==> src/rtl/iomem_wb_pkg.sv <==
// Shared types and helpers for the iomem-to-Wishbone bridge.
package iomem_wb_pkg;

  typedef enum logic [1:0] {
    ST_IDLE,
    ST_ACTIVE,
    ST_RESP
  } state_t;

  localparam logic [31:0] ERR_DATA_DEFAULT  = 32'hDEAD_BEEF;
  localparam logic [7:0]  WB_REGION_DEFAULT = 8'h03;
  localparam int unsigned MAX_SLAVES        = 8;
  localparam int unsigned EXT_W             = 32 * MAX_SLAVES;

  // Extract 32-bit field k from a packed per-slave vector (widened to EXT_W).
  function automatic logic [31:0] slave_field(input logic [EXT_W-1:0] vec,
                                              input int unsigned k);
    return vec[32*k +: 32];
  endfunction

endpackage

==> src/rtl/wb_addr_decoder.sv <==
// Priority address decoder: one-hot hit vector, lowest index wins on overlap.
module wb_addr_decoder
  import iomem_wb_pkg::*;
#(
  parameter int unsigned                   NUM_SLAVES = 4,
  parameter logic [32*NUM_SLAVES-1:0]      SLAVE_BASE = {NUM_SLAVES{32'h0}},
  parameter logic [32*NUM_SLAVES-1:0]      SLAVE_MASK = {NUM_SLAVES{32'hFFFF_0000}}
) (
  input  logic [31:0]           addr_i,
  output logic [NUM_SLAVES-1:0] hit_o,
  output logic                  any_hit_o
);

  localparam logic [EXT_W-1:0] BASE_EXT = EXT_W'(SLAVE_BASE);
  localparam logic [EXT_W-1:0] MASK_EXT = EXT_W'(SLAVE_MASK);

  // First matching window claims the address; later matches are suppressed.
  always_comb begin
    hit_o     = '0;
    any_hit_o = 1'b0;
    for (int unsigned k = 0; k < NUM_SLAVES; k++) begin
      if (!any_hit_o &&
          ((addr_i & slave_field(MASK_EXT, k)) == slave_field(BASE_EXT, k))) begin
        hit_o[k]  = 1'b1;
        any_hit_o = 1'b1;
      end
    end
  end

endmodule

==> src/rtl/iomem_wb_bridge.sv <==
// PicoSoC iomem to multi-slave Wishbone B4 classic bridge with bus-error handling.
module iomem_wb_bridge
  import iomem_wb_pkg::*;
#(
  parameter int unsigned              NUM_SLAVES = 4,
  parameter logic [32*NUM_SLAVES-1:0] SLAVE_BASE = {NUM_SLAVES{32'h0}},
  parameter logic [32*NUM_SLAVES-1:0] SLAVE_MASK = {NUM_SLAVES{32'hFFFF_0000}},
  parameter logic [7:0]               WB_REGION  = WB_REGION_DEFAULT,
  parameter int unsigned              TIMEOUT    = 255,
  parameter logic [31:0]              ERR_DATA   = ERR_DATA_DEFAULT
) (
  input  logic                     clk,
  input  logic                     resetn,
  input  logic                     iomem_valid,
  output logic                     iomem_ready,
  input  logic [3:0]               iomem_wstrb,
  input  logic [31:0]              iomem_addr,
  input  logic [31:0]              iomem_wdata,
  output logic [31:0]              iomem_rdata,
  output logic [31:0]              wb_adr_o,
  output logic [31:0]              wb_dat_o,
  output logic                     wb_we_o,
  output logic [3:0]               wb_sel_o,
  output logic [NUM_SLAVES-1:0]    wb_cyc_o,
  output logic [NUM_SLAVES-1:0]    wb_stb_o,
  input  logic [32*NUM_SLAVES-1:0] wb_dat_i,
  input  logic [NUM_SLAVES-1:0]    wb_ack_i,
  output logic                     err_o,
  output logic [31:0]              err_addr_o,
  input  logic                     err_clr_i
);

  // Width guard keeps the timer at least one bit when the timeout is disabled.
  localparam int unsigned  TW         = (TIMEOUT > 0) ? $clog2(TIMEOUT + 1) : 1;
  localparam logic [TW-1:0] TIMER_LAST = TW'((TIMEOUT > 0) ? TIMEOUT - 1 : 0);

  state_t                  state_q;
  logic [TW-1:0]           timer_q;
  logic                    ready_q;
  logic [31:0]             rdata_q;
  logic [31:0]             adr_q;
  logic [31:0]             dat_q;
  logic                    we_q;
  logic [3:0]              sel_q;
  logic [NUM_SLAVES-1:0]   cyc_q;
  logic [NUM_SLAVES-1:0]   stb_q;
  logic                    err_q;
  logic [31:0]             err_addr_q;

  logic [NUM_SLAVES-1:0]   hit;
  logic                    any_hit;
  logic                    in_region;
  logic                    ack_sel;
  logic                    timeout_hit;
  logic [31:0]             ack_data;
  logic [EXT_W-1:0]        dat_ext;

  wb_addr_decoder #(
    .NUM_SLAVES (NUM_SLAVES),
    .SLAVE_BASE (SLAVE_BASE),
    .SLAVE_MASK (SLAVE_MASK)
  ) u_dec (
    .addr_i    (iomem_addr),
    .hit_o     (hit),
    .any_hit_o (any_hit)
  );

  assign in_region   = (iomem_addr[31:24] >= WB_REGION);
  assign ack_sel     = |(wb_ack_i & cyc_q);
  assign timeout_hit = (TIMEOUT != 0) && (timer_q == TIMER_LAST);
  assign dat_ext     = EXT_W'(wb_dat_i);

  // Read-data mux driven by the active one-hot cycle.
  always_comb begin
    ack_data = '0;
    for (int unsigned k = 0; k < NUM_SLAVES; k++) begin
      if (cyc_q[k]) ack_data = slave_field(dat_ext, k);
    end
  end

  // Bridge FSM with registered bus outputs and sticky error capture.
  always_ff @(posedge clk) begin
    if (!resetn) begin
      state_q    <= ST_IDLE;
      timer_q    <= '0;
      ready_q    <= 1'b0;
      rdata_q    <= '0;
      adr_q      <= '0;
      dat_q      <= '0;
      we_q       <= 1'b0;
      sel_q      <= '0;
      cyc_q      <= '0;
      stb_q      <= '0;
      err_q      <= 1'b0;
      err_addr_q <= '0;
    end else begin
      // A clear is overridden below if a new error lands in the same cycle.
      if (err_clr_i) err_q <= 1'b0;
      case (state_q)
        ST_IDLE: begin
          if (iomem_valid && in_region) begin
            if (any_hit) begin
              adr_q   <= iomem_addr;
              dat_q   <= iomem_wdata;
              we_q    <= |iomem_wstrb;
              sel_q   <= (|iomem_wstrb) ? iomem_wstrb : 4'hF;
              cyc_q   <= hit;
              stb_q   <= hit;
              timer_q <= '0;
              state_q <= ST_ACTIVE;
            end else begin
              rdata_q <= ERR_DATA;
              ready_q <= 1'b1;
              err_q   <= 1'b1;
              if (!err_q || err_clr_i) err_addr_q <= iomem_addr;
              state_q <= ST_RESP;
            end
          end
        end
        ST_ACTIVE: begin
          if (ack_sel) begin
            rdata_q <= ack_data;
            cyc_q   <= '0;
            stb_q   <= '0;
            we_q    <= 1'b0;
            ready_q <= 1'b1;
            state_q <= ST_RESP;
          end else if (timeout_hit) begin
            rdata_q <= ERR_DATA;
            cyc_q   <= '0;
            stb_q   <= '0;
            we_q    <= 1'b0;
            ready_q <= 1'b1;
            err_q   <= 1'b1;
            if (!err_q || err_clr_i) err_addr_q <= adr_q;
            state_q <= ST_RESP;
          end else if (timer_q != '1) begin
            timer_q <= timer_q + 1'b1;
          end
        end
        ST_RESP: begin
          ready_q <= 1'b0;
          state_q <= ST_IDLE;
        end
        default: state_q <= ST_IDLE;
      endcase
    end
  end

  assign iomem_ready = ready_q;
  assign iomem_rdata = rdata_q;
  assign wb_adr_o    = adr_q;
  assign wb_dat_o    = dat_q;
  assign wb_we_o     = we_q;
  assign wb_sel_o    = sel_q;
  assign wb_cyc_o    = cyc_q;
  assign wb_stb_o    = stb_q;
  assign err_o       = err_q;
  assign err_addr_o  = err_addr_q;

endmodule

==> config.mk <==
export PLATFORM = sky130hd
export DESIGN_NAME = iomem_wb_bridge
export DESIGN_NICKNAME = d
export VERILOG_FILES = /design/src/rtl/iomem_wb_pkg.sv /design/src/rtl/wb_addr_decoder.sv /design/src/rtl/iomem_wb_bridge.sv
export SDC_FILE = /design/constraint.sdc
export NUM_CORES = 1
export LEC_CHECK = 0
export BUFFER_PORTS_ARGS = -buffer_cell sky130_fd_sc_hd__buf_2
export CAP_MARGIN = 20
export CORE_AREA = 2 2 135 137
export DETAILED_ROUTE_END_ITERATION = 7
export DIE_AREA = 0 0 137 139
export SLEW_MARGIN = 20
export SYNTH_ARGS = -nofsm -noshare
export SYNTH_HDL_FRONTEND = slang
export SYNTH_SLANG_ARGS = --single-unit
==> constraint.sdc <==
create_clock -name clk -period 2.84 [get_ports clk]
set_clock_uncertainty 0.05 [all_clocks]
set_input_delay 0.284 -clock clk [delete_from_list [all_inputs] [get_ports clk]]
set_output_delay 0.284 -clock clk [all_outputs]
set_load 0.01 [all_outputs]
After elaboration in Yosys (flattened, before gate mapping)
Index checks and enable logic that the tools add are counted.
{"block": "classes", "addsub": 1, "magnitude_cmp": 1, "n_eq_ne": 14, "n_mux": 56, "n_bitwise": 1, "n_reduce_logical": 22}
{"op": "$mux 32", "n": 14}
{"op": "$pmux 32 s2", "n": 2}
{"op": "$mux 8", "n": 5}
{"op": "$logic_not 32->1", "n": 1}
{"op": "$mux 1", "n": 20}
{"op": "$mux 4", "n": 5}
{"op": "$ne 2x2->1 const B", "n": 9}
{"op": "$pmux 8 s2", "n": 1}
{"op": "$reduce_and 4->1", "n": 3}
{"op": "$add 8x1->8 const B", "n": 1}
{"op": "$eq 8x8->1 const B", "n": 1}
{"op": "$ge 8x2->1 const B", "n": 1}
{"op": "$mux 2", "n": 4}
{"op": "$ne 8x8->1 const B", "n": 1}
{"op": "$pmux 4 s2", "n": 1}
{"op": "$reduce_or 4->1", "n": 2}
{"op": "$reduce_and 7->1", "n": 1}
{"op": "$reduce_and 6->1", "n": 1}
{"op": "$and 4x4->4", "n": 1}
{"op": "$logic_and 1x1->1", "n": 4}
{"op": "$logic_not 1->1", "n": 4}
{"op": "$pmux 1 s2", "n": 2}
{"op": "$pmux 2 s2", "n": 1}
{"op": "$ne 3x3->1 const B", "n": 1}
{"op": "9 further kinds", "n": 9}
{"block": "totals", "register_bits": 149, "inputBits": 204, "out_inout_bits": 143, "word_cells": 106}

Longest topological paths before layout
Gate-level depths: netlist (run 1).
{"block": "logic_depth", "depth_word": 14, "ltp_mapped": 9, "depth_no_buf": 7}

By module
A second synthesis (run 1) with hierarchy kept.
{"block": "unflattened", "hier_cells": 800, "hier_area_um2": 6887.9}
{"module": "iomem_wb_bridge", "instances": 1, "cells_each": 790, "area_per_inst_um2": 6820.3, "seq_area_each_um2": 2982.9}
{"module": "wb_addr_decoder", "instances": 1, "cells_each": 10, "area_per_inst_um2": 67.6, "seq_area_each_um2": 0.0}

Worst setup path after synthesis (run 1)
OpenSTA, ideal clock, no wires.
{"block": "synth_path", "kind": "in2reg", "startpoint": "in iomem_addr[26]", "endpoint": "reg rdata_q[10], in the netlist iomem_rdata[10]", "setup_ps": 119, "t_arrival_ps": 1708, "t_required_ps": 2671, "slack_ps": 963, "cell_stages": 7, "path_buffers": 2, "path_cell_list": "or4_4 o21ai_4 a21oi_2 and2_1 buf_6 buf_6 o221a_1"}
{"block": "synth_between", "elab_chain_len": 13, "elab_cells_between_ends": 16, "cone_classes": "order compare (1); eq/ne (2); mux (4); reduce/logical (9)"}
{"item": "from (decl)", "line": "iomem_wb_bridge.sv:17", "text": "input logic [31:0] iomem_addr,"}
{"item": "$logic_not 32->1", "line": "wb_addr_decoder.sv:23", "text": "((addr_i & slave_field(MASK_EXT, k)) == slave_field(BASE_EXT, k))) begin"}
{"item": "$mux 1", "line": "wb_addr_decoder.sv:22", "text": "if (!any_hit_o &&"}
{"item": "$logic_not 1->1", "line": "wb_addr_decoder.sv:22"}
{"item": "$logic_and 1x1->1", "line": "wb_addr_decoder.sv:22"}
{"item": "$mux 1", "line": "wb_addr_decoder.sv:22"}
{"item": "$logic_not 1->1", "line": "wb_addr_decoder.sv:22"}
{"item": "$logic_and 1x1->1", "line": "wb_addr_decoder.sv:22"}
{"item": "$mux 1", "line": "wb_addr_decoder.sv:22"}
{"item": "$logic_not 1->1", "line": "wb_addr_decoder.sv:22"}
{"item": "$logic_and 1x1->1", "line": "wb_addr_decoder.sv:22"}
{"item": "$mux 1", "line": "wb_addr_decoder.sv:22"}
{"item": "$ne 2x2->1 (no line)"}
{"item": "$reduce_and 4->1 (no line) (*)"}
{"item": "to (signal assigned)", "line": "iomem_wb_bridge.sv:122", "text": "rdata_q <= ack_data;"}
{"item": "to (decl)", "line": "iomem_wb_bridge.sv:40", "text": "logic [31:0] rdata_q;"}
Mark *: on every way between the ends. The rest lies on a longest branch, timed or not.
A chain may end at the register's enable or synchronous reset.

Worst setup path in the final report (run 1)
{"block": "layout_path", "startpoint": "reg state_q[0]", "endpoint": "reg err_addr_q[15], in the netlist err_addr_o[15]"}
{"block": "layout_between", "elab_chain_len": 3, "elab_cells_between_ends": 11, "cone_classes": "eq/ne (7); mux (1); reduce/logical (3)"}
{"item": "from (decl)", "line": "iomem_wb_bridge.sv:37", "text": "state_t state_q;"}
{"item": "from (signal assigned)", "line": "iomem_wb_bridge.sv:84", "text": "state_q <= ST_IDLE;"}
{"item": "from (signal assigned)", "line": "iomem_wb_bridge.sv:110", "text": "state_q <= ST_ACTIVE;"}
{"item": "from (signal assigned)", "line": "iomem_wb_bridge.sv:116", "text": "state_q <= ST_RESP;"}
{"item": "$eq 2x1->1 or $logic_not 2->1 (tied branches)", "line": "iomem_wb_bridge.sv:99", "text": "case (state_q)"}
{"item": "$ne 2x2->1 (no line) or $reduce_bool 2->1 (tied branches)"}
{"item": "$reduce_and 7->1 (no line)"}
{"item": "to (signal assigned)", "line": "iomem_wb_bridge.sv:115", "text": "if (!err_q || err_clr_i) err_addr_q <= iomem_addr;"}
{"item": "to (signal assigned)", "line": "iomem_wb_bridge.sv:135", "text": "if (!err_q || err_clr_i) err_addr_q <= adr_q;"}
{"item": "to (decl)", "line": "iomem_wb_bridge.sv:48", "text": "logic [31:0] err_addr_q;"}
Parallel ways exist; a longest one is shown, timed or not.

==> results_dict.tcl, run 1 <==
set metrics [dict create \
    setup-tns-final_ns 0 \
    power.share.clock 0.480 \
    end_of_the_worst_register_to_register_path "err_addr_o[15]" \
    critPathLaunchType "flop" \
    fmaxAchievable_mhz 453 \
    fp.dieArea_mm2 0.0190 \
    drtAntennaViolNets 0 \
    power.share.sequential 0.449 \
    drt_iter0_markers 146 \
    critPathMaxFanout 32 \
    worst-r2r-setup-slack_ns 0.63 \
    switching_power_share_of_the_total 0.245 \
    area_growth_pct 34.3 \
    wire_length_of_the_first_global_routing_pass_um 21300 \
    power.share.combinational 0.072 \
    detail_route.wirelength_um 13600 \
    num_rows 49 \
    hold_violations 0 \
    cts-root-to-sink-buffers 2 \
    final_layout_size_suffix_gt1_frac 0.358 \
    outcome "completed" \
    tritoncts_clock_tree "done" \
    antenna_cells_inserted 0 \
    period_share 0.778 \
    final_stage_net_count 906 \
    yosys.area.top_type "sky130_fd_sc_hd__dfxtp_1" \
    yosysMostFrequentCell "sky130_fd_sc_hd__dfxtp_1" \
    worst-endpoint-arrival_ns 2.52 \
    synth_enable_flop_cells 0 \
    cts_sinks 146 \
    clk_pin_slew_worst_paths_ns 0.07 \
    hpwl_um 8790 \
    fp.dieW_um 137 \
    synth-xor-area-share 0.0101 \
    dr_total_vias 4235 \
    stdcell_area_mm2 0.00696 \
    hp_class "in -> reg" \
    synth.yosys.warnings 0 \
    power.switching_uw 1180 \
    yosysUniqueCellTypes 36 \
    timing_max_transition_violations_final 0 \
    critPathLaunch "state_q[0]" \
    wl_per_cell_um 14.4 \
    synth_compound_gate_area_share 0.144 \
    via_count_of_the_first_global_routing_pass 4008 \
    count_of_unresolved_drc_violations_after_routing 0 \
    viasPerCell 4.50 \
    setup_crit_end "err_addr_o[15]" \
    synth.area.mux_share 0 \
    r2r-start "state_q[0]" \
    worst_setup_path_end_kind "flop" \
    top_cells_by_area_synth "sky130_fd_sc_hd__dfxtp_1, sky130_fd_sc_hd__and2_1, sky130_fd_sc_hd__o211a_1, sky130_fd_sc_hd__nand2_1, sky130_fd_sc_hd__o221a_1" \
    ff2ff_path_depth 5 \
    async_flop_share 0 \
    numPortBuffers 205 \
    fin_crit_ns 2.21 \
    finalSetupViolations 0 \
    antenna_found_initial 1 \
    worst_ir_drop_vdd_v 0.000386 \
    synth_top_family_by_area "simple AND/OR/NAND/NOR gates" \
    root_buffer "sky130_fd_sc_hd__clkbuf_16" \
    fin_hold_ws_ns 0.0180 \
    grt_max_degree 114 \
    max-slew-margin-rel 0.398 \
    coreArea_mm2 0.0177 \
    power_density_over_the_cells_mw_per_mm2 690 \
    slowest_delay_ns 0.73 \
    synth.top_cell.area_share 0.564 \
    cts_inserted_buffers 17 \
    slowest_stage "sky130_fd_sc_hd__a21oi_2" \
    crit_path_cell_trace "inv_1 -> a21oi_2 -> and2_1 -> buf_4 -> o211a_1" \
    die_height_um 139 \
    hold_bufs_at_cts 0 \
    leakage_uw 0.00350 \
    worstSetupPathType "reg -> reg" \
    floorplan.initialDensity 0.294 \
    ys_top_cells_by_count "sky130_fd_sc_hd__dfxtp_1, sky130_fd_sc_hd__nand2_1, sky130_fd_sc_hd__and2_1, sky130_fd_sc_hd__nand4_1, sky130_fd_sc_hd__o211a_1" \
    synthesis.instances 508 \
    internal_power_uw 3620 \
    clock_latency_ns 0.43 \
    postPlaceCellArea_mm2 0.00635 \
    synth_simple_gate_area_frac 0.223 \
    place.gp.congestion 0.779 \
    timing.max_cap.violations 0 \
    syn_area_per_cell_um2 10.2 \
    rsz0062_at_grt "no" \
    num_io_pins 347 \
    first_pass_detailed_route_iteration_total 5 \
    grt_util_all_layers 0.142 \
    p_total_uw 4800 \
    cts_repair_resize_count 0 \
    yosys.area_share.adder 0.00483 \
    cts.htree.levels 4 \
    yosys_register_bits 146 \
    ys.flop_type "sky130_fd_sc_hd__dfxtp_1" \
    cts_post_setup_buffers_inserted 0 \
    netlist_area_mm2 0.00518 \
    worstMarginPinSlew_ns 0.903 \
    synth.yosys.seq_area_share 0.564 \
    worstPathRequired_ns 3.15 \
    gr-total-overflow 0 \
    finish.utilization 0.394 \
]
logic make-up (layout without fill, tap and decap cells):
| kind of cell | Yosys count | count (layout) |
|---|---|---|
| xor+xnor | 6 | 6 |
| flops | 146 | 146 |
| simple gates | 222 | 222 |
| other cells | 1 | 6 |
| buf+inv | 51 | 251 |
| compound gates | 80 | 80 |
| fa+ha+maj | 2 | 2 |
stage by stage:
step,setup slack (ns),std cells
floorplan,0.963,513
global placement,0.537,910
detailed placement,0.505,910
CTS,0.620,942
global route,0.392,942
finish,0.631,942
layout by cell type (no fill, tap or decap), types with 2 or more instances in the layout:
| cell | count |
|---|---|
| sky130_fd_sc_hd__a21oi_1 | 5 |
| sky130_fd_sc_hd__conb_1 | 6 |
| sky130_fd_sc_hd__nand3_1 | 13 |
| sky130_fd_sc_hd__inv_6 | 4 |
| sky130_fd_sc_hd__o211a_1 | 32 |
| sky130_fd_sc_hd__inv_1 | 3 |
| sky130_fd_sc_hd__and3_1 | 3 |
| sky130_fd_sc_hd__o211ai_1 | 2 |
| sky130_fd_sc_hd__ha_1 | 2 |
| sky130_fd_sc_hd__clkbuf_16 | 17 |
| sky130_fd_sc_hd__buf_4 | 10 |
| sky130_fd_sc_hd__bufinv_16 | 2 |
| sky130_fd_sc_hd__o21ai_0 | 11 |
| sky130_fd_sc_hd__o221a_2 | 2 |
| sky130_fd_sc_hd__nor2_1 | 8 |
| sky130_fd_sc_hd__buf_2 | 204 |
| sky130_fd_sc_hd__xnor2_1 | 6 |
| sky130_fd_sc_hd__and2_1 | 72 |
| sky130_fd_sc_hd__nand2_1 | 80 |
| sky130_fd_sc_hd__dfxtp_1 | 146 |
| sky130_fd_sc_hd__o221a_1 | 22 |
| sky130_fd_sc_hd__inv_8 | 3 |
| sky130_fd_sc_hd__nand4_1 | 33 |
| sky130_fd_sc_hd__nor3_1 | 5 |
| sky130_fd_sc_hd__clkinvlp_4 | 3 |
| sky130_fd_sc_hd__clkinv_4 | 2 |
flip-flops by register name, indices dropped and copies added (netlist names):
name and flops:
err_addr_o 32, iomem_rdata 32, wb_adr_o 32, wb_dat_o 32, timer_q 8, wb_sel_o 4, state_q 2, err_o 1
iomem_ready 1, wb_stb_o 1, wb_we_o 1
worst min-delay path by stage:
stage                            endpoint  cells after the start         start
final                     iomem_rdata[14]                      3  wb_dat_i[14]
after global placement            wb_we_o                      2       wb_we_o
after detailed placement     wb_dat_o[16]                      1  wb_dat_o[16]
after CTS                 iomem_rdata[14]                      3  wb_dat_i[14]
after floorplan           iomem_rdata[14]                      2  wb_dat_i[14]
after global routing       iomem_rdata[4]                      3   wb_dat_i[4]
critical path, delay by kind of cell (launching register included):
kind | cells | cell delay, ns
AOI/OAI and AO/OA | 2 | 0.92
DFF | 1 | 0.46
buffers and inverters | 2 | 0.45
and+or+nand+nor | 1 | 0.23
power by group through the flow:
stage	clock network [uW]	registers, uW	logic [uW]
after global routing	2470	2160	382
after global placement	0	2190	349
after CTS	2380	2150	350
after detailed placement	0	2200	348
after floorplan	0	2230	169
final	2300	2150	345
area by class of cell:
| cell class | count | area [um2] |
|---|---|---|
| timing repair buffer | 215 | 1120 |
| fill | 1797 | 10700 |
| inverter | 4 | 15.0 |
| clock inverter | 14 | 169 |
| clock buffer | 18 | 439 |
| tap | 229 | 287 |
| sequential | 146 | 2920 |
| multi-input combinational | 316 | 2010 |
metal layers:
| layer | GRT usage | vias to the layer above | wire length [um] |
|---|---|---|---|
| li1 | - | 2135 | - |
| met1 | 0.192 | 1922 | 6510 |
| met2 | 0.201 | 159 | 5630 |
| met3 | 0.0625 | 17 | 1240 |
| met4 | 0.0505 | 2 | 172 |
| met5 | 0 | - | 13 |
Power figures use the tool's default switching activity.
==> run 2, diff against run 1 <==
==> constraint.sdc (replaced) <==
create_clock -name clk -period 1.85 [get_ports clk]
set_clock_uncertainty 0.05 [all_clocks]
set_input_delay 0.185 -clock clk [delete_from_list [all_inputs] [get_ports clk]]
set_output_delay 0.185 -clock clk [all_outputs]
set_load 0.01 [all_outputs]
==> results_dict.tcl, run 2 (same netlist as run 1, synthesis figures left out) <==
set metrics [dict create \
    finalSetupViolations 25 \
    die_height_um 139 \
    final_cell_count_no_fill 1013 \
    clk_pin_slew_worst_paths_ns 0.06 \
    fmaxAchievable_mhz 529 \
    critPathMaxFanout 7 \
    postPlaceCellArea_mm2 0.00658 \
    outcome "finished with violations" \
    leakage_uw 0.00387 \
    rsz0062_at_grt "yes" \
    first_pass_detailed_route_iteration_total 4 \
    end_of_the_worst_register_to_register_path "err_addr_o[24]" \
    worst_setup_path_end_kind "flop" \
    worst-r2r-setup-slack_ns -0.04 \
    cts_sinks 146 \
    final_stage_net_count 977 \
    fin_hold_ws_ns 0.0725 \
    r2r-start "timer_q[0]" \
    place.gp.congestion 0.755 \
    antenna_cells_inserted 0 \
    power_density_over_the_cells_mw_per_mm2 968 \
    hp_class "in -> reg" \
    most_frequent_cells_in_the_layout "sky130_fd_sc_hd__buf_2, sky130_fd_sc_hd__dfxtp_1, sky130_fd_sc_hd__nand2_1" \
    ff2ff_path_depth 10 \
    fp.dieArea_mm2 0.0190 \
    fillers 1697 \
    power.share.clock 0.469 \
    layout.cells.most_common "sky130_fd_sc_hd__buf_2" \
    cts.htree.levels 4 \
    critPathLaunch "timer_q[0]" \
    dr_total_vias 4500 \
    stdcell_area_mm2 0.00771 \
    period_share 1.02 \
    grt_max_degree 61 \
    fp.dieW_um 137 \
    grt_util_all_layers 0.149 \
    hpwl_um 9400 \
    cts_inserted_buffers 17 \
    floorplan.initialDensity 0.294 \
    wl_per_cell_um 14.3 \
    power.share.sequential 0.443 \
    critPathLaunchType "flop" \
    worstPathRequired_ns 2.16 \
    setup-tns-final_ns -0.421 \
    power.share.combinational 0.088 \
    via_count_of_the_first_global_routing_pass 4357 \
    setup_slack_ns -0.0404 \
    numPortBuffers 205 \
    drt_iter0_markers 175 \
    coreArea_mm2 0.0177 \
    switching_power_share_of_the_total 0.241 \
    count_of_unresolved_drc_violations_after_routing 0 \
    setup_crit_end "err_addr_o[24]" \
    timing_max_transition_violations_final 0 \
    worstSetupPathType "reg -> reg" \
    drtAntennaViolNets 0 \
    fin_crit_ns 1.89 \
    area_growth_pct 48.7 \
    internal_power_uw 5660 \
    place.detailed.instances 935 \
    worst_ir_drop_vdd_v 0.000626 \
    power.switching_uw 1800 \
    num_io_pins 347 \
    tritoncts_clock_tree "done" \
    antenna_found_initial 1 \
    wire_length_of_the_first_global_routing_pass_um 22500 \
    root_buffer "sky130_fd_sc_hd__clkbuf_16" \
    timing.max_cap.violations 0 \
    clock_latency_ns 0.41 \
    detail_route.wirelength_um 14500 \
    hold_violations 0 \
    final_layout_size_suffix_gt1_frac 0.385 \
    failed_checks "negative setup slack" \
    num_rows 49 \
    gr-total-overflow 0 \
    cts-root-to-sink-buffers 2 \
    place_ws_ns -0.199 \
    worst-endpoint-arrival_ns 2.20 \
    viasPerCell 4.44 \
]
[run 2: changes by cell type in the layout (fill, tap and decap cells not counted), sizes merged]
| cell | previous run | this run |
|---|---|---|
| clkinv | 3 | 6 |
| inv | 10 | 9 |
| buf | 215 | 254 |
| clkinvlp | 3 | 1 |
| dlygate4sd3 | 0 | 32 |
[run 2: repair_timing]
| action | 4_1_cts | 5_1_grt |
|---|---|---|
| gates resized for setup | 14 | 3 |
| cloned | 2 | 0 |
| endpoints found under the hold margin | 32 | 0 |
| buffers inserted | 13 | 1 |
| pin swaps | 7 | 8 |
| hold buffers | 32 | 0 |
| endpoints found under the setup margin | 32 | 36 |
[run 2: through the flow]
step	util	power (uW)
3_3_place_gp	0.372	3940
5_1_grt	0.436	7770
6_report	0.436	7460
3_5_place_dp	0.372	3940
2_1_floorplan	-	3680
4_1_cts	0.437	7570
[run 2: cell type report]
class                      instances  area, um2  area share
sequential                       146       2930       0.380
multi-input combinational        316       2050       0.265
timing repair buffer             286       1830       0.237
clock buffer                      18        439      0.0570
tap                              229        287      0.0372
clock inverter                    14        168      0.0218
inverter                           4       15.0     0.00195
[run 2: worst min-delay path by stage]
stage / startpoint / endpoint / slack [ns] / depth (start not counted)
final: iomem_addr[10] / err_addr_o[10] / 0.07 / 4
after global routing: iomem_addr[4] / err_addr_o[4] / 0.07 / 4
after CTS: iomem_addr[10] / err_addr_o[10] / 0.06 / 4
after detailed placement: wb_dat_i[14] / iomem_rdata[14] / 0.36 / 3
after global placement: wb_dat_i[14] / iomem_rdata[14] / 0.35 / 3
after floorplan: wb_dat_i[14] / iomem_rdata[14] / 0.27 / 2
[run 2: power groups by stage]
stage / Sequential [uW] / Combinational (uW) / Clock, uW
final: 3300 / 655 / 3500
after global routing: 3320 / 715 / 3740
after CTS: 3300 / 673 / 3600
after detailed placement: 3370 / 567 / 0
after global placement: 3370 / 568 / 0
after floorplan: 3430 / 259 / 0
[run 2: layer usage]
metal	vias up	part of all wire	track usage
met2	176	0.43	0.222
met4	2	0.011	0.0391
met1	2026	0.46	0.195
met3	16	0.089	0.0654
met5	-	0.00090	0
li1	2280	-	-
[run 2: critical path, cell delays in order (launching register included)]
cell and delay (ns):
sky130_fd_sc_hd__dfxtp_2 0.33, sky130_fd_sc_hd__inv_2 0.07, sky130_fd_sc_hd__ha_4 0.14, sky130_fd_sc_hd__nand3_2 0.07, sky130_fd_sc_hd__or2_4 0.25, sky130_fd_sc_hd__a211oi_4 0.20
sky130_fd_sc_hd__buf_6 0.15, sky130_fd_sc_hd__and2_4 0.17, sky130_fd_sc_hd__buf_12 0.12, sky130_fd_sc_hd__buf_12 0.12, sky130_fd_sc_hd__o211a_1 0.16
==> run 3, diff against run 2 <==
--- a/config.mk
+++ b/config.mk
@@ -10,6 +10,8 @@
 export CORE_AREA = 2 2 135 137
 export DETAILED_ROUTE_END_ITERATION = 7
 export DIE_AREA = 0 0 137 139
+export GPL_ROUTABILITY_DRIVEN = 0
+export GPL_TIMING_DRIVEN = 0
 export SLEW_MARGIN = 20
 export SYNTH_ARGS = -nofsm -noshare
 export SYNTH_HDL_FRONTEND = slang
==> results_dict.tcl, run 3 (same netlist as run 1, synthesis figures left out) <==
set metrics [dict create \
    outcome "finished with violations" \
    num_rows 49 \
    wire_length_of_the_first_global_routing_pass_um 23500 \
    switching_power_share_of_the_total 0.235 \
    first_pass_detailed_route_iteration_total 4 \
    most_frequent_cells_in_the_layout "sky130_fd_sc_hd__buf_2, sky130_fd_sc_hd__dfxtp_1, sky130_fd_sc_hd__nand2_1" \
    worst_ir_drop_vdd_v 0.000636 \
    hpwl_um 10500 \
    power.share.combinational 0.095 \
    clock_latency_ns 0.41 \
    power.share.sequential 0.446 \
    critPathMaxFanout 5 \
    cts_inserted_buffers 17 \
    antenna_found_initial 1 \
    setup-tns-final_ns -0.931 \
    cts_sinks 146 \
    cts-root-to-sink-buffers 2 \
    area_growth_pct 48.9 \
    critPathLaunch "timer_q[0]" \
    fmaxAchievable_mhz 516 \
    place_ws_ns -0.597 \
    worstPathRequired_ns 2.10 \
    power.switching_uw 1740 \
    max-slew-margin-rel 0.531 \
    p_total_uw 7410 \
    cts.htree.levels 4 \
    via_count_of_the_first_global_routing_pass 4352 \
    fp.dieArea_mm2 0.0190 \
    critical_hold_path_startpoint "iomem_addr[0]" \
    timing_max_transition_violations_final 0 \
    root_buffer "sky130_fd_sc_hd__clkbuf_16" \
    critPathLaunchType "flop" \
    power_density_over_the_cells_mw_per_mm2 960 \
    wl_per_cell_um 15.1 \
    grt_max_degree 17 \
    numPortBuffers 204 \
    die_height_um 139 \
    worst-endpoint-arrival_ns 2.19 \
    detail_route.wirelength_um 15400 \
    worstSetupPathType "reg -> reg" \
    r2r-start "timer_q[0]" \
    worst_setup_path_end_kind "flop" \
    final_stage_net_count 986 \
    gr-total-overflow 0 \
    grt_util_all_layers 0.159 \
    rsz0062_at_grt "yes" \
    period_share 1.05 \
    coreArea_mm2 0.0177 \
    tritoncts_clock_tree "done" \
    worstMarginPinSlew_ns 0.704 \
    dr_total_vias 4582 \
    fin_crit_ns 1.94 \
    leakage_uw 0.00385 \
    hp_class "in -> reg" \
    fp.dieW_um 137 \
    failed_checks "negative setup slack" \
    hold_violations 0 \
    drt_iter0_markers 125 \
    internal_power_uw 5670 \
    slowest_delay_ns 0.33 \
    power.share.clock 0.459 \
    finalSetupViolations 30 \
    clk_pin_slew_worst_paths_ns 0.06 \
    viasPerCell 4.48 \
    layout.cells.most_common "sky130_fd_sc_hd__buf_2" \
    drtAntennaViolNets 0 \
    floorplan.initialDensity 0.294 \
    crit_path_cell_trace "inv_2 -> ha_4 -> nand3_2 -> or2_4 -> a211oi_4 -> buf_6 -> buf_4 -> clkbuf_16 -> nand4_1 -> o211a_1" \
    final_layout_size_suffix_gt1_frac 0.367 \
    num_io_pins 347 \
    count_of_unresolved_drc_violations_after_routing 0 \
    slowest_stage "sky130_fd_sc_hd__dfxtp_2" \
    timing.max_cap.violations 0 \
    setup_slack_ns -0.0874 \
]
## run 3: changes by cell type in the layout (fill, tap and decap cells not counted), moves of 4 or more
cell and delta:
sky130_fd_sc_hd__clkbuf_2 +4, sky130_fd_sc_hd__buf_4 -25, sky130_fd_sc_hd__clkbuf_16 +4, sky130_fd_sc_hd__buf_8 +5
sky130_fd_sc_hd__buf_12 -5, sky130_fd_sc_hd__clkbuf_1 +22
## run 3: layer usage
metal  global-route usage  wire length [um]  vias to the layer above
met4               0.0521               243                        0
li1                     -                 -                     2298
met5                    0                 0                        -
met2                0.223              6410                      166
met3               0.0581              1230                       19
met1                0.223              7530                     2099
## run 3: through the flow
step	hold slack, ns	instance area [um2]	std cells	util
6_report	0.0771	7720	1022	0.437
5_1_grt	0.0769	7720	1022	0.437
4_1_cts	0.0622	7590	1016	0.430
3_5_place_dp	0.360	6510	946	0.369
3_3_place_gp	0.348	6510	946	0.369
2_1_floorplan	0.265	5200	513	-
## run 3: cell type report
type | count | area [um2]
tap | 229 | 287
multi-input combinational | 316 | 2050
clock inverter | 12 | 130
clock buffer | 19 | 453
fill | 1708 | 9940
antenna | 1 | 2.50
inverter | 4 | 15.0
buffer | 46 | 313
timing repair buffer | 249 | 1540
sequential | 146 | 2930
## run 3: path summary, 6_finish.rpt
check	end	slack [ns]	cells after the start
worst max register to register	err_addr_o[3]	-0.09	10
worst min register to register	wb_we_o	0.39	2
worst max-delay path	err_addr_o[3]	-0.09	10
worst min-delay path	err_addr_o[0]	0.08	4
## run 3: timing repair
item / 4_1_cts / 5_1_grt
buffers inserted: 7 / 1
gates cloned: 1 / 4
hold buffers: 32 / 0
pin swaps: 4 / 2
gates resized for setup: 31 / 11
endpoints found under the setup margin: 74 / 57
hold endpoints to repair: 32 / 0
## run 3: worst max-delay path: cells and delay by family, from the launching register on
| family | cells | cell delay, ns |
|---|---|---|
| flops | 1 | 0.33 |
| compound gates | 2 | 0.36 |
| buf+inv | 4 | 0.51 |
| fa+ha+maj | 1 | 0.13 |
| simple gates | 3 | 0.45 |
## run 3: power groups by stage
| stage | combinational (uW) | clock, uW | sequential [uW] |
|---|---|---|---|
| 6_report | 701 | 3400 | 3310 |
| 5_1_grt | 765 | 3650 | 3320 |
| 4_1_cts | 672 | 3490 | 3310 |
| 3_5_place_dp | 582 | 0 | 3380 |
| 3_3_place_gp | 581 | 0 | 3370 |
| 2_1_floorplan | 259 | 0 | 3430 |
